`config.mk`:
```
export PLATFORM = sky130hd
export DESIGN_NAME = pm_serial_loader
export DESIGN_NICKNAME = d
export VERILOG_FILES = /design/src/rtl/pm_serial_loader.sv
export SDC_FILE = /design/constraint.sdc
export NUM_CORES = 1
export LEC_CHECK = 0
export CAP_MARGIN = 20
export CORE_MARGIN = 2
export CORE_UTILIZATION = 65
export CTS_BUF_LIST = sky130_fd_sc_hd__clkbuf_2
export DETAILED_ROUTE_END_ITERATION = 7
export HOLD_SLACK_MARGIN = 0.1
export PLACE_DENSITY = 0.86
export RECOVER_POWER = 25
export SYNTH_ARGS = -nofsm -noshare
export SYNTH_HDL_FRONTEND = slang
export SYNTH_SLANG_ARGS = --single-unit
```
`constraint.sdc`:
```
create_clock -name clk -period 3.6 [get_ports clk]
set_input_delay 0.9 -clock clk [delete_from_list [all_inputs] [get_ports clk]]
set_output_delay 0.9 -clock clk [all_outputs]
set_load 0.05 [all_outputs]
```
`src/rtl/pm_serial_loader.sv`:
```
// Boot loader: receives a length-prefixed, checksummed program image over
// a UART line, writes it into program memory and then releases the core.
//
// Ports:
//   clk, reset   system clock; asynchronous active-high reset
//   rx           UART serial input (8N1, LSB first, idle high, async)
//   pm_wr_addr   program memory write address
//   pm_wr_data   program memory write data
//   pm_wren      one-cycle program memory write strobe
//   micro_reset  core reset (1 = hold core)
//   load_done    image accepted, core released
//   error        last load failed (checksum or framing)
module pm_serial_loader #(
    parameter int CLKS_PER_BIT = 16
) (
    input  logic       clk,
    input  logic       reset,
    input  logic       rx,
    output logic [7:0] pm_wr_addr,
    output logic [7:0] pm_wr_data,
    output logic       pm_wren,
    output logic       micro_reset,
    output logic       load_done,
    output logic       error
);

    localparam int CW = $clog2(CLKS_PER_BIT + 1);
    typedef logic [CW-1:0] cnt_t;
    localparam cnt_t HALF_M1 = cnt_t'(CLKS_PER_BIT / 2 - 1);
    localparam cnt_t FULL_M1 = cnt_t'(CLKS_PER_BIT - 1);

    // ------------------------------------------------------------------
    // rx synchronizer (idles high so reset does not look like a start)
    // ------------------------------------------------------------------
    logic rx_s1_q;
    logic rx_s2_q;
    logic rx_s;

    always_ff @(posedge clk or posedge reset) begin
        if (reset) begin
            rx_s1_q <= 1'b1;
            rx_s2_q <= 1'b1;
        end else begin
            rx_s1_q <= rx;
            rx_s2_q <= rx_s1_q;
        end
    end

    assign rx_s = rx_s2_q;

    // ------------------------------------------------------------------
    // Byte receiver
    // ------------------------------------------------------------------
    typedef enum logic [1:0] {
        R_IDLE,
        R_START,
        R_DATA,
        R_STOP
    } rx_state_t;

    rx_state_t  rxs_q, rxs_d;
    cnt_t       tick_q, tick_d;
    logic [2:0] bit_q, bit_d;
    logic [7:0] shift_q, shift_d;
    logic       armed_q, armed_d;
    logic       byte_valid;
    logic       frame_err;
    logic [7:0] rx_byte;

    always_ff @(posedge clk or posedge reset) begin
        if (reset) begin
            rxs_q   <= R_IDLE;
            tick_q  <= '0;
            bit_q   <= '0;
            shift_q <= '0;
            armed_q <= 1'b1;
        end else begin
            rxs_q   <= rxs_d;
            tick_q  <= tick_d;
            bit_q   <= bit_d;
            shift_q <= shift_d;
            armed_q <= armed_d;
        end
    end

    always_comb begin
        rxs_d      = rxs_q;
        tick_d     = tick_q;
        bit_d      = bit_q;
        shift_d    = shift_q;
        armed_d    = armed_q;
        byte_valid = 1'b0;
        frame_err  = 1'b0;
        case (rxs_q)
            R_IDLE: begin
                tick_d = '0;
                // After a frame the line must be seen high before a new
                // falling edge counts, so a held-low break is one error.
                if (!armed_q) begin
                    armed_d = rx_s;
                end else if (!rx_s) begin
                    rxs_d = R_START;
                end
            end
            R_START: begin
                if (tick_q == HALF_M1) begin
                    tick_d = '0;
                    if (rx_s) begin
                        rxs_d = R_IDLE;
                    end else begin
                        rxs_d = R_DATA;
                        bit_d = '0;
                    end
                end else begin
                    tick_d = tick_q + 1'b1;
                end
            end
            R_DATA: begin
                if (tick_q == FULL_M1) begin
                    tick_d  = '0;
                    shift_d = {rx_s, shift_q[7:1]};
                    bit_d   = bit_q + 1'b1;
                    if (bit_q == 3'd7) begin
                        rxs_d = R_STOP;
                    end
                end else begin
                    tick_d = tick_q + 1'b1;
                end
            end
            R_STOP: begin
                if (tick_q == FULL_M1) begin
                    tick_d  = '0;
                    rxs_d   = R_IDLE;
                    armed_d = rx_s;
                    if (rx_s) begin
                        byte_valid = 1'b1;
                    end else begin
                        frame_err = 1'b1;
                    end
                end else begin
                    tick_d = tick_q + 1'b1;
                end
            end
            default: rxs_d = R_IDLE;
        endcase
    end

    assign rx_byte = shift_q;

    // ------------------------------------------------------------------
    // Loader FSM
    // ------------------------------------------------------------------
    typedef enum logic [2:0] {
        S_LEN,
        S_DATA,
        S_SUM,
        S_RUN,
        S_ERR
    } ld_state_t;

    ld_state_t  st_q, st_d;
    logic [8:0] len_q, len_d;
    logic [8:0] cnt_q, cnt_d;
    logic [7:0] sum_q, sum_d;
    logic [7:0] addr_q, addr_d;
    logic [7:0] data_q, data_d;
    logic       wren_q, wren_d;
    logic       mrst_q, mrst_d;
    logic       done_q, done_d;
    logic       err_q, err_d;

    always_ff @(posedge clk or posedge reset) begin
        if (reset) begin
            st_q   <= S_LEN;
            len_q  <= '0;
            cnt_q  <= '0;
            sum_q  <= '0;
            addr_q <= '0;
            data_q <= '0;
            wren_q <= 1'b0;
            mrst_q <= 1'b1;
            done_q <= 1'b0;
            err_q  <= 1'b0;
        end else begin
            st_q   <= st_d;
            len_q  <= len_d;
            cnt_q  <= cnt_d;
            sum_q  <= sum_d;
            addr_q <= addr_d;
            data_q <= data_d;
            wren_q <= wren_d;
            mrst_q <= mrst_d;
            done_q <= done_d;
            err_q  <= err_d;
        end
    end

    always_comb begin
        st_d   = st_q;
        len_d  = len_q;
        cnt_d  = cnt_q;
        sum_d  = sum_q;
        data_d = data_q;
        wren_d = 1'b0;
        mrst_d = mrst_q;
        done_d = done_q;
        err_d  = err_q;
        // Address advances the cycle after each write strobe.
        addr_d = wren_q ? addr_q + 8'd1 : addr_q;
        case (st_q)
            S_LEN, S_ERR: begin
                if (byte_valid) begin
                    len_d  = (rx_byte == 8'h00) ? 9'd256 : {1'b0, rx_byte};
                    cnt_d  = '0;
                    sum_d  = '0;
                    addr_d = '0;
                    err_d  = 1'b0;
                    st_d   = S_DATA;
                end else if (frame_err) begin
                    err_d = 1'b1;
                    st_d  = S_ERR;
                end
            end
            S_DATA: begin
                if (byte_valid) begin
                    data_d = rx_byte;
                    wren_d = 1'b1;
                    sum_d  = sum_q + rx_byte;
                    cnt_d  = cnt_q + 9'd1;
                    if (cnt_q + 9'd1 == len_q) begin
                        st_d = S_SUM;
                    end
                end else if (frame_err) begin
                    err_d = 1'b1;
                    st_d  = S_ERR;
                end
            end
            S_SUM: begin
                if (byte_valid) begin
                    if (rx_byte == sum_q) begin
                        st_d = S_RUN;
                    end else begin
                        err_d = 1'b1;
                        st_d  = S_ERR;
                    end
                end else if (frame_err) begin
                    err_d = 1'b1;
                    st_d  = S_ERR;
                end
            end
            S_RUN: begin
                // Terminal until reset; release follows state entry.
                mrst_d = 1'b0;
                done_d = 1'b1;
            end
            default: st_d = S_LEN;
        endcase
    end

    assign pm_wr_addr  = addr_q;
    assign pm_wr_data  = data_q;
    assign pm_wren     = wren_q;
    assign micro_reset = mrst_q;
    assign load_done   = done_q;
    assign error       = err_q;

endmodule

```
==> flow_results.org <==
** Setup path
- Grouping stages by cell kind, the critical path spends the most delay in simple AND/OR/NAND/NOR gates.
- The number of cells on the worst reg-to-reg path is 9.
- Number of buffer and inverter stages on the critical path :: 1
- Worst endpoint required time :: 4030 ps
- The startpoint identified for the worst register-to-register timing path is tick_q[0].
- Largest fanout of any net on the critical path :: 17
- Cell Chain, Critical Path :: ha_1 -> and3_1 -> ha_1 -> nand4_2 -> or4_1 -> buf_4 -> nor4b_1 -> a211oi_1 -> nand2_1
- Reg2Reg Capture Point :: sum_q[6]
- Peak per-stage delay on the critical path :: 690 ps
- The worst setup path is launched from a register.
- By instance count, the cell type seen most on the critical path is ha_1.
- Worst setup EP type :: register
- Data arrival time at the worst-slack endpoint :: 3320 ps
- The worst setup path is of the register to register kind.
- Register-to-register setup slack :: 710 ps
- Critical Path Slowest Stage Cell :: or4_1

** Routing
- In the routed design, unresolved DRC markers number 0.
- DRC marker count from the first detailed-route iteration :: 167
- Routed wire length :: 7060 um
- Vias post-DR :: 2800
- DR vias/cell :: 5.93
- Wire length per cell :: 15.0 um
- Initial DRT Pass Iterations :: 4
- Number of antenna-violating nets in the routed design :: 0

** Floorplan
- Area of the die :: 6220 sq um
- Vertical extent of the die :: 78.9 um
- Die outline width :: 78.9 um
- For this configuration, the core starts out at a cell density of 0.666.
- Number of rows created at floorplan :: 27
- After floorplanning, the core was sized to cover 5470 sq um.
- Total I/O pin count :: 23

** Synth
- In this run, synthesis inferred 0 flip-flops with an integrated enable.
- FFs w/ async S/R, synth :: 1.00
- Yosys warnings :: 0
- Syn Nets :: 394
- Most frequent cell after synthesis :: nand2_1
- The synthesized design spends more area on one cell type than any other, namely dfrtp_1.
- The share of synthesized area in the top cell type comes to 0.453.
- Syn Inst Count :: 376
- Averaged over all synthesized cells, the footprint is 9.69 sq um.
- Number of flip-flops and latches in the synthesized netlist :: 70
- Of the synthesized area, sequential elements account for 0.482.
- Yosys cell types :: 57
- Sorting the synthesized cells by how often they occur yields nand2_1, dfrtp_1, nor2_1, o21ai_0, ha_1.
- For this run, the leading register cell type out of synthesis is dfrtp_1.
- By area the synthesized netlist is led by dfrtp_1, nand2_1, ha_1.
- Cell area after synthesis :: 3640 sq um

** Cells and area
- Net count reported at finish :: 413
- Of the cells placed in the final design, the portion with a size suffix greater than 1 is 0.103.
- Synth-to-Final Area Change :: 8.62%
- Measured on the finished design, the core utilization comes to 0.723.
- Post-Layout Cell Count :: 472
- Across the whole layout, storage elements account for 1760 sq um.
- # fillers :: 393
- Summing all multi-input logic gate instances after layout gives 1740 sq um.
- The number of antenna diodes in the final layout is 0.

** STA
- Clock skew on the completed layout was measured at 22.1 ps.
- Tightest Pin Transition :: 1350 ps
- Maximum clock frequency :: 346 MHz
- The final number of max-transition violations was 0.
- Adding up every negative setup slack in the final design gives 0 ps.
- The count of final hold-check violations is 0.
- The worst path needs 2890 ps of the cycle, external delays included.
- Finish-stage setup viols :: 0
- In this run the tightest slew margin relative to its limit is 0.0987.
- Hold is met by 369 ps.
- Final period util :: 0.804
- Setup repair after global routing missed its margin :: no

** Global route
- Via count of the first global-routing pass :: 2715
- Number of antenna violations at the first check in global routing :: 0
- In the global route stage, overall resource usage came out at 0.257.
- The first global-routing pass estimated 12500 um of wire.
- Entering global routing, the biggest net connects 37 pins.
- Total overflow reported by the global router :: 0

** Clocking
- In this run the post-CTS setup repair buffer count came out at 0.
- The clock passes through at most 2 buffers.
- Clock-pin slew was measured on the worst setup and hold paths at 180 ps.
- Clock buffers created by TritonCTS :: 9
- Level count of the clock H-tree :: 3
- Count of hold buffers inserted by post-cts repair :: 0
- CTS placed an instance of clkbuf_2 at the clock tree root.
- Later-pin clock latency in the skew report :: 480 ps
- CTS resizes :: 0
- TritonCTS clock tree :: done
- The tree built by TritonCTS fans out to 70 sinks.

** Pwr
- IR analysis of the VDD net gives a maximum drop of 0.397 mV.
- Pwr Density :: 392 nW/um^2
- Overall power consumption after layout is estimated at 1550 uW.
- Leakage power figure :: 0.00192 uW

** Status
- The flow ran to the end, and the final reports show no timing, DRC or antenna violations.

** Place
- RD Place Congestion :: 0.846
- Detailed placer's ending HPWL :: 5070 um
- Including well taps, the total number of placed cells is 456.
- Input and output buffers added on the ports amount to 22.

** Hold path
- Launch instance of the worst min-delay path :: rx_s1_q
- For hold timing, the worst endpoint is rx_s.
- In this run the worst hold path is classified as register to register.
- Hold Path Cell Cnt :: 0

** Run
- The tool flagged a number of max-cap violations equal to 0.
==> where the power goes <==
part / switching (uW) / internal [uW] / leakage (uW)
clock network: 249 / 98.7 / 0.0000634
logic: 136 / 112 / 0.000910
registers: 102 / 853 / 0.000950
==> flip-flops by register name, indices dropped and copies added (netlist names), named ones only <==
register     cells
armed_q          1
sum_q            8
pm_wr_addr       8
rxs_q            1
load_done        1
error            1
bit_q            3
tick_q           5
pm_wr_data       8
pm_wren          1
st_q             3
cnt_q            9
rx_byte          8
micro_reset      1
rx_s1_q          1
rx_s             1
len_q            9
==> cell usage in the layout (no fill, tap or decap), types with 6 or more instances in the layout <==
cell type         n
xor2_1           12
clkdlybuf4s50_1  20
xnor2_1          12
ha_1             14
inv_1            10
nor3_1           11
clkbuf_2         13
dfrtp_1          66
nor4_1            6
a21oi_1           8
o21ai_0          26
nor2_1           26
nand3_1          11
nand2_1          73
mux2_2            9
==> layout make-up <==
cell class                      instances  share of cell area
Sequential cell                        70               0.444
Timing Repair Buffer                   24              0.0626
Inverter                               11              0.0104
Clock buffer                           13              0.0164
Clock inverter                          3             0.00348
Tap cell                               72              0.0228
Multi-Input combinational cell        279               0.440
==> per-layer routing <==
metal | global-route usage | vias to the layer above | part of all wire
li1 | - | 1360 | -
met1 | 0.346 | 1369 | 0.45
met2 | 0.410 | 59 | 0.49
met3 | 0.0420 | 12 | 0.037
met4 | 0.128 | 0 | 0.021
met5 | 0 | - | 0
==> through the flow <==
step	setup slack, ps	instance area (sq um)
3_3_place_gp	880	3880
5_1_grt	385	3960
6_report	707	3960
3_5_place_dp	745	3880
2_1_floorplan	938	3640
4_1_cts	719	3960
==> worst max-delay path by stage <==
stage	startpoint	cells after the start	to	slack [ps]
after detailed placement	tick_q[0]	7	sum_q[7]	750
final	tick_q[0]	9	sum_q[6]	710
after global placement	tick_q[0]	9	sum_q[6]	880
after global routing	tick_q[0]	9	sum_q[6]	380
after floorplan	reset	1	async pin	940
after CTS	tick_q[0]	9	sum_q[6]	720
==> kinds of logic after synthesis <==
| group | share of synthesized area |
|---|---|
| xor gates and xnor gates | 0.0577 |
| and+or+nand+nor | 0.214 |
| muxes | 0.0361 |
| adders and majority gates | 0.0536 |
| DFF | 0.482 |
| AOI/OAI and AO/OA | 0.117 |
| buffers and inverters | 0.0395 |
No activity file was read; power rests on OpenSTA's default activity.
